## src/rtl/pingpong_buffer_ctrl.sv

```systemverilog
// Two-bank ping-pong buffer controller: the writer fills one bank while
// the reader drains the other over a shared dual-port memory.
module pingpong_buffer_ctrl #(
    parameter int DATA_WIDTH = 8,
    parameter int ADDR_WIDTH = 10,
    parameter int DEPTH      = 640
) (
    input  logic                  clk,
    input  logic                  reset_n,
    input  logic                  rq_write,
    output logic                  ack_write,
    input  logic                  writing,
    input  logic                  wr_valid,
    input  logic [DATA_WIDTH-1:0] wr_data,
    input  logic                  rq_read,
    output logic                  ack_read,
    input  logic                  reading,
    input  logic                  rd_en,
    output logic [DATA_WIDTH-1:0] rd_data,
    output logic                  rd_valid,
    output logic                  rd_last,
    output logic                  mem_we,
    output logic [ADDR_WIDTH:0]   mem_waddr,
    output logic [DATA_WIDTH-1:0] mem_wdata,
    output logic [ADDR_WIDTH:0]   mem_raddr,
    input  logic [DATA_WIDTH-1:0] mem_rdata,
    output logic [1:0]            bank_full,
    output logic                  overflow
);
    localparam int CW = ADDR_WIDTH + 1;
    localparam logic [CW-1:0] DEPTH_C = CW'(DEPTH);
    localparam logic [CW-1:0] ONE = CW'(1);

    typedef enum logic [1:0] {W_IDLE, W_GRANT, W_ACTIVE, W_RELEASE} wst_t;
    typedef enum logic [1:0] {R_IDLE, R_GRANT, R_ACTIVE, R_RELEASE} rst_t;

    wst_t                  wst_q, wst_d;
    rst_t                  rst_q, rst_d;
    logic                  wb_q, wb_d, rb_q, rb_d;
    logic [CW-1:0]         wcnt_q, wcnt_d, rcnt_q, rcnt_d;
    logic [1:0][CW-1:0]    fill_q, fill_d;
    logic [1:0]            bank_full_q, bank_full_d;
    logic                  ack_write_q, ack_write_d;
    logic                  ack_read_q, ack_read_d;
    logic                  overflow_q, overflow_d;
    logic                  mem_we_q, mem_we_d;
    logic [ADDR_WIDTH:0]   mem_waddr_q, mem_waddr_d;
    logic [DATA_WIDTH-1:0] mem_wdata_q, mem_wdata_d;
    logic [ADDR_WIDTH:0]   mem_raddr_q, mem_raddr_d;
    logic                  rv1_q, rv1_d, rl1_q, rl1_d;
    logic                  rd_valid_q, rd_valid_d;
    logic                  rd_last_q, rd_last_d;
    logic                  w_commit;
    logic [CW-1:0]         w_commit_cnt;
    logic [1:0]            full_set, full_clr;

    always_comb begin
        wst_d        = wst_q;
        rst_d        = rst_q;
        wb_d         = wb_q;
        rb_d         = rb_q;
        wcnt_d       = wcnt_q;
        rcnt_d       = rcnt_q;
        fill_d       = fill_q;
        ack_write_d  = ack_write_q;
        ack_read_d   = ack_read_q;
        overflow_d   = overflow_q;
        mem_we_d     = 1'b0;
        mem_waddr_d  = mem_waddr_q;
        mem_wdata_d  = mem_wdata_q;
        mem_raddr_d  = mem_raddr_q;
        rv1_d        = 1'b0;
        rl1_d        = 1'b0;
        rd_valid_d   = rv1_q;
        rd_last_d    = rl1_q;
        w_commit     = 1'b0;
        w_commit_cnt = wcnt_q;
        full_set     = 2'b00;
        full_clr     = 2'b00;

        unique case (wst_q)
            W_IDLE: if (rq_write && !bank_full_q[wb_q]) begin
                ack_write_d = 1'b1;
                wst_d       = W_GRANT;
            end
            W_GRANT: if (writing) wst_d = W_ACTIVE;
            W_ACTIVE: begin
                if (!writing) begin
                    w_commit    = (wcnt_q != '0);
                    ack_write_d = 1'b0;
                    wst_d       = W_RELEASE;
                end else if (wr_valid) begin
                    // After an auto-commit the burst may land on a full bank
                    if (!bank_full_q[wb_q] && wcnt_q < DEPTH_C) begin
                        mem_we_d    = 1'b1;
                        mem_waddr_d = {wb_q, wcnt_q[ADDR_WIDTH-1:0]};
                        mem_wdata_d = wr_data;
                        if (wcnt_q == DEPTH_C - ONE) begin
                            w_commit     = 1'b1;
                            w_commit_cnt = DEPTH_C;
                        end else begin
                            wcnt_d = wcnt_q + ONE;
                        end
                    end else begin
                        overflow_d = 1'b1;
                    end
                end
            end
            W_RELEASE: wst_d = W_IDLE;
        endcase

        if (w_commit) begin
            fill_d[wb_q]   = w_commit_cnt;
            full_set[wb_q] = 1'b1;
            wcnt_d         = '0;
            wb_d           = ~wb_q;
        end

        unique case (rst_q)
            R_IDLE: if (rq_read && bank_full_q[rb_q]) begin
                ack_read_d = 1'b1;
                rst_d      = R_GRANT;
            end
            R_GRANT: if (reading) rst_d = R_ACTIVE;
            R_ACTIVE: begin
                if (!reading) begin
                    rcnt_d     = '0;
                    ack_read_d = 1'b0;
                    rst_d      = R_RELEASE;
                end else if (rd_en && bank_full_q[rb_q]
                             && rcnt_q < fill_q[rb_q]) begin
                    mem_raddr_d = {rb_q, rcnt_q[ADDR_WIDTH-1:0]};
                    rv1_d       = 1'b1;
                    if (rcnt_q == fill_q[rb_q] - ONE) begin
                        rl1_d          = 1'b1;
                        full_clr[rb_q] = 1'b1;
                        rb_d           = ~rb_q;
                        rcnt_d         = '0;
                    end else begin
                        rcnt_d = rcnt_q + ONE;
                    end
                end
            end
            R_RELEASE: rst_d = R_IDLE;
        endcase

        bank_full_d = (bank_full_q | full_set) & ~full_clr;
    end

    always_ff @(posedge clk or negedge reset_n) begin
        if (!reset_n) begin
            wst_q       <= W_IDLE;
            rst_q       <= R_IDLE;
            wb_q        <= 1'b0;
            rb_q        <= 1'b0;
            wcnt_q      <= '0;
            rcnt_q      <= '0;
            fill_q      <= '0;
            bank_full_q <= 2'b00;
            ack_write_q <= 1'b0;
            ack_read_q  <= 1'b0;
            overflow_q  <= 1'b0;
            mem_we_q    <= 1'b0;
            mem_waddr_q <= '0;
            mem_wdata_q <= '0;
            mem_raddr_q <= '0;
            rv1_q       <= 1'b0;
            rl1_q       <= 1'b0;
            rd_valid_q  <= 1'b0;
            rd_last_q   <= 1'b0;
        end else begin
            wst_q       <= wst_d;
            rst_q       <= rst_d;
            wb_q        <= wb_d;
            rb_q        <= rb_d;
            wcnt_q      <= wcnt_d;
            rcnt_q      <= rcnt_d;
            fill_q      <= fill_d;
            bank_full_q <= bank_full_d;
            ack_write_q <= ack_write_d;
            ack_read_q  <= ack_read_d;
            overflow_q  <= overflow_d;
            mem_we_q    <= mem_we_d;
            mem_waddr_q <= mem_waddr_d;
            mem_wdata_q <= mem_wdata_d;
            mem_raddr_q <= mem_raddr_d;
            rv1_q       <= rv1_d;
            rl1_q       <= rl1_d;
            rd_valid_q  <= rd_valid_d;
            rd_last_q   <= rd_last_d;
        end
    end

    assign ack_write = ack_write_q;
    assign ack_read  = ack_read_q;
    assign overflow  = overflow_q;
    assign bank_full = bank_full_q;
    assign mem_we    = mem_we_q;
    assign mem_waddr = mem_waddr_q;
    assign mem_wdata = mem_wdata_q;
    assign mem_raddr = mem_raddr_q;
    assign rd_valid  = rd_valid_q;
    assign rd_last   = rd_last_q;
    assign rd_data   = mem_rdata;
endmodule

```

## config.mk

```make
export PLATFORM = sky130hd
export DESIGN_NAME = pingpong_buffer_ctrl
export DESIGN_NICKNAME = d
export VERILOG_FILES = /design/src/rtl/pingpong_buffer_ctrl.sv
export SDC_FILE = /design/constraint.sdc
export NUM_CORES = 1
export LEC_CHECK = 0
export BUFFER_PORTS_ARGS = -buffer_cell sky130_fd_sc_hd__buf_2
export CORE_ASPECT_RATIO = 0.5
export CORE_MARGIN = 4
export CORE_UTILIZATION = 60
export DETAILED_ROUTE_END_ITERATION = 8
export PLACE_DENSITY = 0.85
export SLEW_MARGIN = 5
export SYNTH_ARGS = -nofsm -noshare
export SYNTH_HDL_FRONTEND = slang
export SYNTH_SLANG_ARGS = --single-unit
```

## constraint.sdc

```tcl
create_clock -name clk -period 6.2 [get_ports clk]
set_input_delay 0 -clock clk [delete_from_list [all_inputs] [get_ports clk]]
set_output_delay 0 -clock clk [all_outputs]
set_load 0.1 [all_outputs]
```

# Yosys cells after proc, flatten, opt, wreduce, memory -nomap -nowiden
# Index checks and enable logic that the tools add are counted.
op_classes:
  n_addsub: 3
  magnitude_cmp: 6
  n_eq_ne: 16
  mux: 62
  bitwise_logic: 6
  reduce_logical: 27
ops:
  columns: ["cell", "count"]
  rows:
  - ["$mux W11", 17]
  - ["$mux W1", 26]
  - ["$add A11 B1 Y11 const B", 2]
  - ["$bwmux W22", 1]
  - ["$mux W2", 11]
  - ["$pmux W2 S4", 2]
  - ["$reduce_and A3 Y1", 5]
  - ["$ne A2 B2 Y1 const B", 7]
  - ["$reduce_and A4 Y1", 3]
  - ["$reduce_bool A2 Y1", 6]
  - ["$demux W11 S1", 1]
  - ["$eq A11 B10 Y1 const B", 1]
  - ["$eq A11 B11 Y1", 1]
  - ["$lt A11 B10 Y1 const B", 1]
  - ["$lt A11 B11 Y1", 1]
  - ["$reduce_bool A11 Y1", 1]
  - ["$sub A11 B1 Y11 const B", 1]
  - ["$eq A2 B2 Y1 const B", 4]
  - ["$logic_and A1 B1 Y1", 7]
  - ["$reduce_and A5 Y1", 1]
  - ["$eq A2 B1 Y1 const B", 2]
  - ["$logic_not A2 Y1", 2]
  - ["$lt A1 B2 Y1 const B", 2]
  - ["$pmux W1 S2", 2]
  - ["other kinds (9)", 13]
word_totals:
  regBits: 90
  wordCells: 140

# Longest topological paths before layout
# Gate-level depths: netlist of the first run.
depth:
  ltp_word: 11
  mapped_depth: 15
  ltp_nobuf: 11

# Least setup slack after synthesis of the first run
# OpenSTA, ideal clock, no wires.
synth_path:
  kind: "reg-to-reg"
  start: "register rb_q"
  end: "register rcnt_q[2]"
  arrival_ps: 2748
  required_ps: 6123
  slack_ps: 3375
  stages_incl_launch_ff: 15
  period_less_slack_ps: 2825
  cell_sequence: "dfrtp_1 > buf_6 > buf_4 > mux2i_1 > ha_1 > a21oi_1 > a21oi_1 > o41ai_1 > nand4_1 > or2_2 > clkbuf_1 > inv_1 > buf_2 > o221ai_2 > o21ai_1"
synth_via:
  elab_chain_cells: 7
synth_rtl:
  columns: ["element", "line_no", "rtl"]
  rows:
  - ["start, declared", "39", "logic wb_q, wb_d, rb_q, rb_d;"]
  - ["start signal, assigned", "175", "rb_q <= rb_d;"]
  - ["$mux W11 (implied by the code) (2 in a row)", "131, 134", null]
  - ["$sub A11 B1 Y11", "134", "if (rcnt_q == fill_q[rb_q] - ONE) begin"]
  - ["$eq A11 B11 Y1", "134", null]
  - ["$mux W11", "134", null]
  - ["$mux W11", "130", "end else if (rd_en && bank_full_q[rb_q]"]
  - ["$mux W11", "126", "if (!reading) begin"]
  - ["end signal, assigned", "177", "rcnt_q <= rcnt_d;"]
  - ["end, declared", "40", "logic [CW-1:0] wcnt_q, wcnt_d, rcnt_q, rcnt_d;"]
# Several ways; a longest one is shown, not always the timed one. The select of a mux whose other input is x is not followed.
# A chain may end at the register's enable or synchronous reset.

# Worst setup path after layout of the first run
layout_path:
  start: "register rb_q"
  end: "register rcnt_q[5]"
# The elaborated chain is that of the path after synthesis.

==> impl_results.md, run 1 <==
* RSZ-0062 raised after global routing: no
* Clk sinks at 90
* F_max at 258 MHz
* Hpwl dp at 6850 µm
* First-pass GRT wire length at 16,900 µm
* CP max stage delay at 1070 ps
* Largest net degree at the start of global routing at 67
* Final Hold Fails at 0
* Vias in the first global route at 3,495
* Die Y at 71.4 µm
* CTS Buf Count at 9
* NumNets Final at 565
* Post-layout min period at 3880 ps
* Final Wtd Congestion at 0.802
* Setup violations, final at 0
* CP arrival at 4140 ps
* CP Cell Sequence: mux2i_1 > ha_1 > a21oi_1 > a21oi_1 > o41ai_1 > nand4_1 > or2_2 > inv_1 > o221ai_2 > o21ai_1
* Routed vias/inst at 5.67
* Worst Path Buf+Inv at 1
* Initial antenna violation count at 0
* Synth Warn # at 0
* Max-cap violation count at 0
* Number of port buffers at 53
* Clk Latency, worst-skew pair at 340 ps
* Tcrit/Tclk final at 62.5%
* Worst VDD drop at 392 µV
* CTS root buf: clkbuf_16
* FFs w/ async S/R, synth at 100%
* Post-Route Setup TNS at 0 ps
* Yosys cell types at 50
* Status: finished, final reports clean
* Seq cells post-synth at 90
* Area Overhead vs Synth at 13.2%
* Mapped Area at 4820 µm²
* Routed len/inst at 15.8 µm
* Site Rows at 22
* DR vias at 3,575
* CP Class: reg2reg
* DR pass1 iterations at 5
* Worst slew margin at 26.3%
* Initial DRC count at 210
* CTS tree: yes
* CP startpoint kind: flip-flop
* WHS at 0.0331 ps
* CP dominant cell by count: a21oi_1
* CP max-delay cell: dfrtp_1
* Worst Tran Pin Value at 1110 ps
* Final ANT Viol Nets at 0
* Total grt overflow at 0
* Initial core utilization at 63.6%
* Ys flop type: dfrtp_1
* Cell Pwr Density at 456 nW/µm²
* Ports at 70
* Layout cell share with drive strength beyond 1 at 22.2%
* Hold crit path type: in2out
* Post-Synthesis Cells at 469
* Lkg Pwr at 2.60 nW
* CTS H-tree lvls at 3
* Commonest non-fill, non-tap cells in the layout: dfrtp_1 (90), buf_2 (52), nand2_1 (42)
* Die W at 135 µm
* Max FO, Critical Path at 30
* DRC at 0
* Core area at 7570 µm²
* Avg Cell Area, Syn at 10.3 µm²
* Commonest non-fill, non-tap cell in the layout: dfrtp_1
* Setup bufs post-CTS at 0
* Number of hold buffers added after cts at 11
* Critical Path RT at 6460 ps
* Total track usage at 22.2%
* Area of the die at 9610 µm²
* Worst setup EP type: flip-flop
* N_diodes at 0
* Max Buffers Root-to-Sink at 2
* Mapped Nets at 516
* EDFF count, synth at 0
* Largest delay share family, worst path: flip-flops
* Post-CTS sizing at 0
* Clock slew at reported path FFs at 60 ps
* Max Slew Vio Count at 0
* Drt total wl at 9950 µm
* Sequential share of the synthesized area at 46.8%
* Filler cell count at 544
* Final setup skew at 7.83 ps
## kinds of logic (layout without fill, tap and decap cells)
family / count (synthesis) / after routing / synth area share [%]
and+or+nand+nor: 141 / 141 / 14.9
AOI/OAI and AO/OA: 98 / 98 / 13.2
DFF: 90 / 90 / 46.8
buffers and inverters: 55 / 109 / 5.71
muxes: 39 / 39 / 9.12
adders and majority gates: 23 / 23 / 5.97
xor gates and xnor gates: 23 / 23 / 4.34
## path summary, 6_finish.rpt
check                                            to  slack [ps]  cells past startpoint                  from
min in group asynchronous  mem_waddr[1]$_DFFE_PN0P_          90                      2               reset_n
max in group asynchronous  mem_raddr[6]$_DFFE_PN0P_        4990                      3               reset_n
setup reg to reg              rcnt_q[5]$_DFFE_PN0P_        2320                     10      rb_q$_DFFE_PN0P_
setup / recovery              rcnt_q[5]$_DFFE_PN0P_        2320                     10      rb_q$_DFFE_PN0P_
hold reg to reg                  rd_valid$_DFF_PN0_         350                      0  rd_valid_d$_DFF_PN0_
hold / removal                           rd_data[6]        0.03                      0          mem_rdata[6]
## area by class of cell
cell class	instances	area [µm²]	area share, %
repair buffers	67	400	7.34
clock inverters	5	37.5	0.688
clock buffers	11	243	4.45
flip-flops and latches	90	2250	41.3
inverters	26	97.6	1.79
multi-input cells	324	2290	42.0
well taps	108	135	2.48
## metrics by stage
step / total power, mW / util (%) / std cells / area [µm²] / setup slack, ps
2_1_floorplan: 1.79 / - / 469 / 4820 / 3380
3_3_place_gp: 1.95 / 66.9 / 604 / 5060 / 2520
3_5_place_dp: 1.97 / 66.9 / 604 / 5060 / 2350
4_1_cts: 2.50 / 72.1 / 631 / 5460 / 2350
5_1_grt: 2.62 / 72.1 / 631 / 5460 / 1960
6_report: 2.49 / 72.1 / 631 / 5460 / 2320
## cells in the mapped netlist, types with 10 or more instances
master	number	area (µm²)
o21ai_0	41	205
dfrtp_1	90	2250
nor3_1	14	70.1
inv_1	26	97.6
buf_4	10	75.1
ha_1	23	288
mux2i_1	11	110
a21oi_1	17	85.1
mux2_2	26	293
nand2_1	42	158
nor2_1	25	93.8
xnor2_1	16	140
## registers in the layout, summed over array words and instances (netlist names)
name / cells
ack_read: 1
ack_write: 1
bank_full: 2
fill_q: 22
mem_raddr: 11
mem_waddr: 11
mem_wdata: 8
mem_we: 1
overflow: 1
rb_q: 1
rcnt_q: 11
rd_last: 1
rd_last_d: 1
rd_valid: 1
rd_valid_d: 1
rst_q: 2
wb_q: 1
wcnt_q: 11
wst_q: 2
## layer usage
metal  track usage [%]  wire, µm  up-vias  part of all wire [%]
met5                 0         0        -                     0
met4              8.92       207        0                   2.1
met3              6.03       489       19                   4.9
met2              34.5      4510       96                    45
met1              30.0      4740     1709                    48
li1                  -         -     1751                     -
## report_power, final
part,switching (mW),internal (mW)
clock,0.226,0.285
combinational,0.871,0.298
sequential,0.0963,0.712
total,1.19,1.29
## worst register-to-register path, cell delays in order (launching register included)
cell and delay (ps):
dfrtp_1 1070, mux2i_1 420, ha_1 310, a21oi_1 150
a21oi_1 90, o41ai_1 390, nand4_1 160, or2_2 480
inv_1 450, o221ai_2 170, o21ai_1 120
Power figures use the tool's default switching activity.
==> run 2, diff against run 1 <==
--- a/config.mk
+++ b/config.mk
@@ -5,12 +5,13 @@
 export SDC_FILE = /design/constraint.sdc
 export NUM_CORES = 1
 export LEC_CHECK = 0
+export ABC_AREA = 1
 export BUFFER_PORTS_ARGS = -buffer_cell sky130_fd_sc_hd__buf_2
 export CORE_ASPECT_RATIO = 0.5
 export CORE_MARGIN = 4
-export CORE_UTILIZATION = 60
+export CORE_UTILIZATION = 52
 export DETAILED_ROUTE_END_ITERATION = 8
-export PLACE_DENSITY = 0.85
+export PLACE_DENSITY = 0.78
 export SLEW_MARGIN = 5
 export SYNTH_ARGS = -nofsm -noshare
 export SYNTH_HDL_FRONTEND = slang
==> constraint.sdc (replaced) <==
create_clock -name clk -period 3.3 [get_ports clk]
set_input_delay 0 -clock clk [delete_from_list [all_inputs] [get_ports clk]]
set_output_delay 0 -clock clk [all_outputs]
set_load 0.1 [all_outputs]
==> impl_results.md, run 2 <==
* Hold Path Sink: rd_data[6]
* Post-route design area at 5690 µm²
* Worst setup EP type: flip-flop
* Clock slew at reported path FFs at 70 ps
* Cell Pwr Density at 983 nW/µm²
* Non-Filler Instances at 820
* Ys flop type: dfrtp_1
* Yosys cell types at 35
* Total track usage at 20.9%
* Hpwl dp at 7520 µm
* Site Rows at 24
* Max-cap violation count at 0
* Commonest non-fill, non-tap cell in the layout: nand2_1
* Worst r2r src: rb_q$_DFFE_PN0P_
* Reg2Reg Setup Slack at 580 ps
* NumNets Final at 745
* Max reg flops at 22
* Initial core utilization at 55.1%
* CP dominant cell by count: nand2_1
* CTS root buf: clkbuf_16
* Initial antenna violation count at 0
* First-pass GRT wire length at 19,300 µm
* Die Y at 77.0 µm
* Core area at 8980 µm²
* Final ANT Viol Nets at 0
* Largest net degree at the start of global routing at 79
* Routed vias/inst at 5.03
* Number of port buffers at 53
* Drt total wl at 10,900 µm
* Post-CTS sizing at 0
* Commonest non-fill, non-tap cells in the layout: nand2_1 (219), dfrtp_1 (90), inv_1 (77)
* Mapped Area at 4950 µm²
* Pre-CTS WS at 640 ps
* Top-count cell post-synth: nand2_1
* Ports at 70
* Setup violations, final at 0
* Initial DRC count at 275
* CP max-delay cell: dfrtp_1
* Post-Synthesis Cells at 641
* R2R Path End: rcnt_q[9]$_DFFE_PN0P_
* CP Cell Sequence: inv_4 > nand2_1 > nand2_1 > ha_1 > nand2_1 > o21ai_0 > nand2_1 > nand4_1 > nor2_2 > inv_1 > buf_4 > nor2_1 > nand2_1 > nand2_1
* Final Hold Fails at 0
* Largest Register: fill_q
* Max FO, Critical Path at 30
* Area of the die at 11,200 µm²
* Post-layout min period at 2720 ps
* Avg Cell Area, Syn at 7.72 µm²
* Cells on Worst Hold Path at 0
* Worst slew margin at 34.3%
* Core Util, Final at 63.4%
* Hold crit path type: in2out
* Synth top area cells: dfrtp_1 (46%), nand2_1 (17%), o21ai_0 (6.0%)
* CTS H-tree lvls at 3
* Post-Route Setup TNS at 0 ps
* FFs w/ async S/R, synth at 100%
* Die W at 146 µm
* Critical Path RT at 3540 ps
* Synth Warn # at 0
* Sequential share of the synthesized area at 45.5%
* Final Wtd Congestion at 0.948
* DRC at 0
* CP Class: reg2reg
* N_diodes at 0
* CP startpoint kind: flip-flop
* R2R cell count at 14
* Clk Latency, worst-skew pair at 350 ps
* EDFF count, synth at 0
* CP max stage delay at 720 ps
* Dpl cells at 794
* CTS Buf Count at 9
* Area Overhead vs Synth at 15.0%
* CP arrival at 2950 ps
* F_max at 368 MHz
* DR vias at 4,125
* Total grt overflow at 0
* Worst VDD drop at 884 µV
* Clk sinks at 90
* RSZ-0062 raised after global routing: no
* Routed len/inst at 13.3 µm
* Seq cells post-synth at 90
* Worst Tran Pin Value at 986 ps
* PnR worst setup slack at 584 ps
* Mapped Nets at 688
* Final setup skew at 7.46 ps
* Synth top area share at 45.5%
* Synth cell count leaders: nand2_1 (219), dfrtp_1 (90), inv_1 (77), o21ai_0 (59), nor2_1 (47)
* Status: finished, final reports clean
* Vias in the first global route at 4,168
* Post-synth top area cell: dfrtp_1
* Tcrit/Tclk final at 82.3%
* Lkg Pwr at 3.03 nW
* Max Slew Vio Count at 0
* Max Buffers Root-to-Sink at 2
* CTS tree: yes
* Hold path start: mem_rdata[6]
* Dpl cell area at 5250 µm²
* DR pass1 iterations at 5
* Layout cell share with drive strength beyond 1 at 14.9%
-- run 2: cell types whose count changed after synthesis, sizes merged, moves of 11 or more --
cell,change
o221ai,-11
nor3,-12
mux2,-26
xnor2,-16
nand2,+189
mux2i,-13
inv,+56
nor2,+30
nand3,+20
o21ai,+12
-- run 2: kinds of logic (layout without fill, tap and decap cells) --
| logic type | count (synthesis) | in the layout | share of synthesized area (%) |
|---|---|---|---|
| compound gates | 79 | 79 | 8.32 |
| xor+xnor | 11 | 11 | 1.95 |
| fa+ha+maj | 23 | 23 | 5.82 |
| buf+inv | 106 | 168 | 9.43 |
| flops | 90 | 90 | 45.5 |
| simple gates | 332 | 332 | 29.0 |
-- run 2: critical path: cells and delay by family (launching register included) --
family / cells / cell delay [ps]
DFF: 1 / 720
adders and majority gates: 1 / 310
and+or+nand+nor: 9 / 760
AOI/OAI and AO/OA: 1 / 300
buffers and inverters: 3 / 490
-- run 2: how the worst max path moves through the flow --
stage | start | end | slack, ps | depth (start not counted)
floorplan | bank_full[1]$_DFF_PN0_ | rcnt_q[3]$_DFFE_PN0P_ | 990 | 11
global placement | rb_q$_DFFE_PN0P_ | rcnt_q[9]$_DFFE_PN0P_ | 680 | 14
detailed placement | rb_q$_DFFE_PN0P_ | rcnt_q[9]$_DFFE_PN0P_ | 640 | 14
CTS | rb_q$_DFFE_PN0P_ | rcnt_q[9]$_DFFE_PN0P_ | 580 | 14
global route | rb_q$_DFFE_PN0P_ | rb_q$_DFFE_PN0P_ | 300 | 14
finish | rb_q$_DFFE_PN0P_ | rcnt_q[9]$_DFFE_PN0P_ | 580 | 14
-- run 2: metal layers --
metal	up-vias	track usage, %	routed length, µm	part of all wire, %
met4	0	5.87	170	1.6
met2	113	33.8	4840	44
met3	20	5.77	612	5.6
met1	1888	27.9	5260	48
li1	2104	-	-	-
met5	-	0	0	0
-- run 2: final cells by class --
| type | instances | area [µm²] |
|---|---|---|
| clock buffers | 9 | 225 |
| clock inverters | 7 | 109 |
| fillers | 775 | 3290 |
| inverters | 83 | 314 |
| multi-input cells | 445 | 2230 |
| flip-flops and latches | 90 | 2250 |
| well taps | 117 | 146 |
| repair buffers | 69 | 413 |
-- run 2: through the flow --
stage	hold WS, ps	power [mW]
floorplan	-296	3.93
global placement	1.18	4.37
detailed placement	1.18	4.42
CTS	1.18	5.60
global route	0.148	6.04
finish	0.0321	5.59
-- run 2: repair_timing --
action | in CTS | in global routing
buffers inserted | 0 | 0
hold endpoints to repair | 86 | 0
hold buffers | 10 | 0
-- run 2: where the power goes --
part           total, mW  switching, mW  internal, mW  leakage, nW
sequential          1.61          0.179          1.43         1.20
combinational       2.84           2.14         0.695         1.67
clock               1.15          0.472         0.680        0.164
total               5.59           2.79          2.80         3.03
==> run 3, diff against run 2 <==
==> constraint.sdc (replaced) <==
create_clock -name clk -period 2.3 [get_ports clk]
set_input_delay 0 -clock clk [delete_from_list [all_inputs] [get_ports clk]]
set_output_delay 0 -clock clk [all_outputs]
set_load 0.1 [all_outputs]
==> impl_results.md, run 3 (synthesis results as in run 2) <==
* Overall power at 8.40 mW
* CTS Buf Count at 9
* NumNets Final at 763
* CP Class: reg2reg
* CP Cell Sequence: buf_6 > nand2_2 > nand2_4 > ha_4 > xnor2_2 > nor2_1 > nand3_1 > nor2_1 > nand2_1 > nor2_4 > nand4_1 > nor2_1 > nor2_1
* Cells on Worst Hold Path at 0
* DRC at 0
* Routed len/inst at 14.2 µm
* Drt total wl at 11,900 µm
* Area of the multi-input gates at 2400 µm²
* Vias in the first global route at 4,107
* Worst slew margin at 67.4%
* Largest delay share family, worst path: simple AND/OR/NAND/NOR gates
* R2R cell count at 13
* Share of power burned in registers at 27.5%
* CP max stage delay at 490 ps
* Final ANT Viol Nets at 0
* Clk sinks at 90
* Initial DRC count at 306
* Max reg flops at 22
* P_int at 4.20 mW
* Filler cell count at 704
* Area of the die at 11,200 µm²
* Hpwl dp at 8030 µm
* PnR worst setup slack at 20.5 ps
* Status: finished, final reports clean
* Final setup skew at 8.66 ps
* Clock slew at reported path FFs at 70 ps
* Cell Pwr Density at 1390 nW/µm²
* CTS root buf: clkbuf_16
* CP dominant cell by count: nor2_1
* Final Hold Fails at 0
* Critical Path RT at 2540 ps
* Clock power frac at 19.7%
* Post-Route Setup TNS at 0 ps
* Commonest non-fill, non-tap cells in the layout: nand2_1 (205), dfrtp_1 (88), inv_1 (76)
* Worst Path Buf+Inv at 1
* Dpl cells at 807
* Clk Latency, worst-skew pair at 350 ps
* Comb pwr share at 52.8%
* Max-cap violation count at 0
* F_max at 439 MHz
* N_diodes at 0
* RSZ-0062 raised after global routing: yes
* DR pass1 iterations at 5
* Total track usage at 21.0%
* Tcrit/Tclk final at 99.1%
* Max Buffers Root-to-Sink at 2
* Commonest non-fill, non-tap cell in the layout: nand2_1
* Pre-CTS WS at 6.82 ps
* CP max-delay cell: dfrtp_2
* Critical path depth in cells at 13
* Number of port buffers at 53
* Hold crit path type: in2out
* Setup violations, final at 0
* Register area at 2250 µm²
* Hold path start: mem_rdata[5]
* CTS tree: yes
* Max FO, Critical Path at 7
* Die Y at 77.0 µm
* Lkg Pwr at 3.14 nW
* Post-layout min period at 2280 ps
* Site Rows at 24
* Worst Tran Pin Value at 493 ps
* Reg2Reg Setup Slack at 20 ps
* Layout cell share with drive strength beyond 1 at 21.5%
* NetSw at 4.20 mW
* CP arrival at 2520 ps
* Worst VDD drop at 920 µV
* Max Slew Vio Count at 0
* R2R Path End: bank_full[0]$_DFF_PN0_
* Core area at 8980 µm²
* Final Wtd Congestion at 0.929
* First-pass GRT wire length at 19,300 µm
* Initial core utilization at 55.1%
* Largest Register: fill_q
* CTS H-tree lvls at 3
* Net Sw Frac at 50.0%
* Ports at 70
* Routed vias/inst at 5.13
* Worst setup EP type: flip-flop
* Non-Filler Instances at 838
* CP endpoint: bank_full[0]$_DFF_PN0_
* Area Overhead vs Synth at 22.0%
* Total grt overflow at 0
* Worst r2r src: rb_q$_DFFE_PN0P_
* CP startpoint kind: flip-flop
* Core Util, Final at 67.2%
* Initial antenna violation count at 0
* DR vias at 4,302
* Largest net degree at the start of global routing at 43
* Die W at 146 µm
* Crit path launch: rb_q$_DFFE_PN0P_
[run 3: changes by cell type in the layout (fill, tap and decap cells not counted), sizes merged]
cell	delta
buf	+17
clkinv	+2
inv	-1
[run 3: through the flow]
| stage | cell area (µm²) | hold WS, ps |
|---|---|---|
| after floorplan | 4950 | -296 |
| after global placement | 5370 | -50.0 |
| after detailed placement | 5370 | -49.9 |
| after CTS | 5800 | 1.18 |
| after global routing | 6040 | 0.157 |
| final | 6040 | 0.0321 |
[run 3: worst min-delay path by stage]
| stage | endpoint | slack (ps) |
|---|---|---|
| 2_1_floorplan | ack_read$_DFFE_PN0P_ | -300 |
| 3_3_place_gp | wcnt_q[3]$_DFFE_PN0P_ | -50 |
| 3_5_place_dp | wcnt_q[3]$_DFFE_PN0P_ | -50 |
| 4_1_cts | rd_data[0] | 1 |
| 5_1_grt | rd_data[2] | 0.2 |
| 6_report | rd_data[5] | 0.03 |
[run 3: area by class of cell]
cell class,instances,area share [%]
clock buffer,9,3.73
inverter,83,5.24
timing repair buffer,86,9.58
clock inverter,7,1.80
sequential,90,37.4
tap,117,2.43
multi-input combinational,445,39.8
timing repair inverter,1,0.0829
[run 3: layer usage]
metal	track usage (%)	share of wire, %
met5	0	0
met2	33.9	46
met3	5.42	5.3
met1	27.9	46
met4	6.72	1.8
[run 3: power groups by stage]
| stage | sequential (mW) | combinational, mW | clock [mW] |
|---|---|---|---|
| global route | 2.37 | 4.82 | 1.76 |
| floorplan | 3.54 | 2.09 | 0 |
| CTS | 2.30 | 4.15 | 1.68 |
| detailed placement | 2.32 | 4.11 | 0 |
| global placement | 2.30 | 4.02 | 0 |
| finish | 2.31 | 4.43 | 1.66 |
[run 3: repair_timing]
action                     4_1_cts  5_1_grt
hold buffers                    10        0
setup endpoints to repair        3       26
cloned                           0        2
hold endpoints to repair        99        0
setup buffers                    0        3
pin swaps                        0       14
resized for setup                1       48
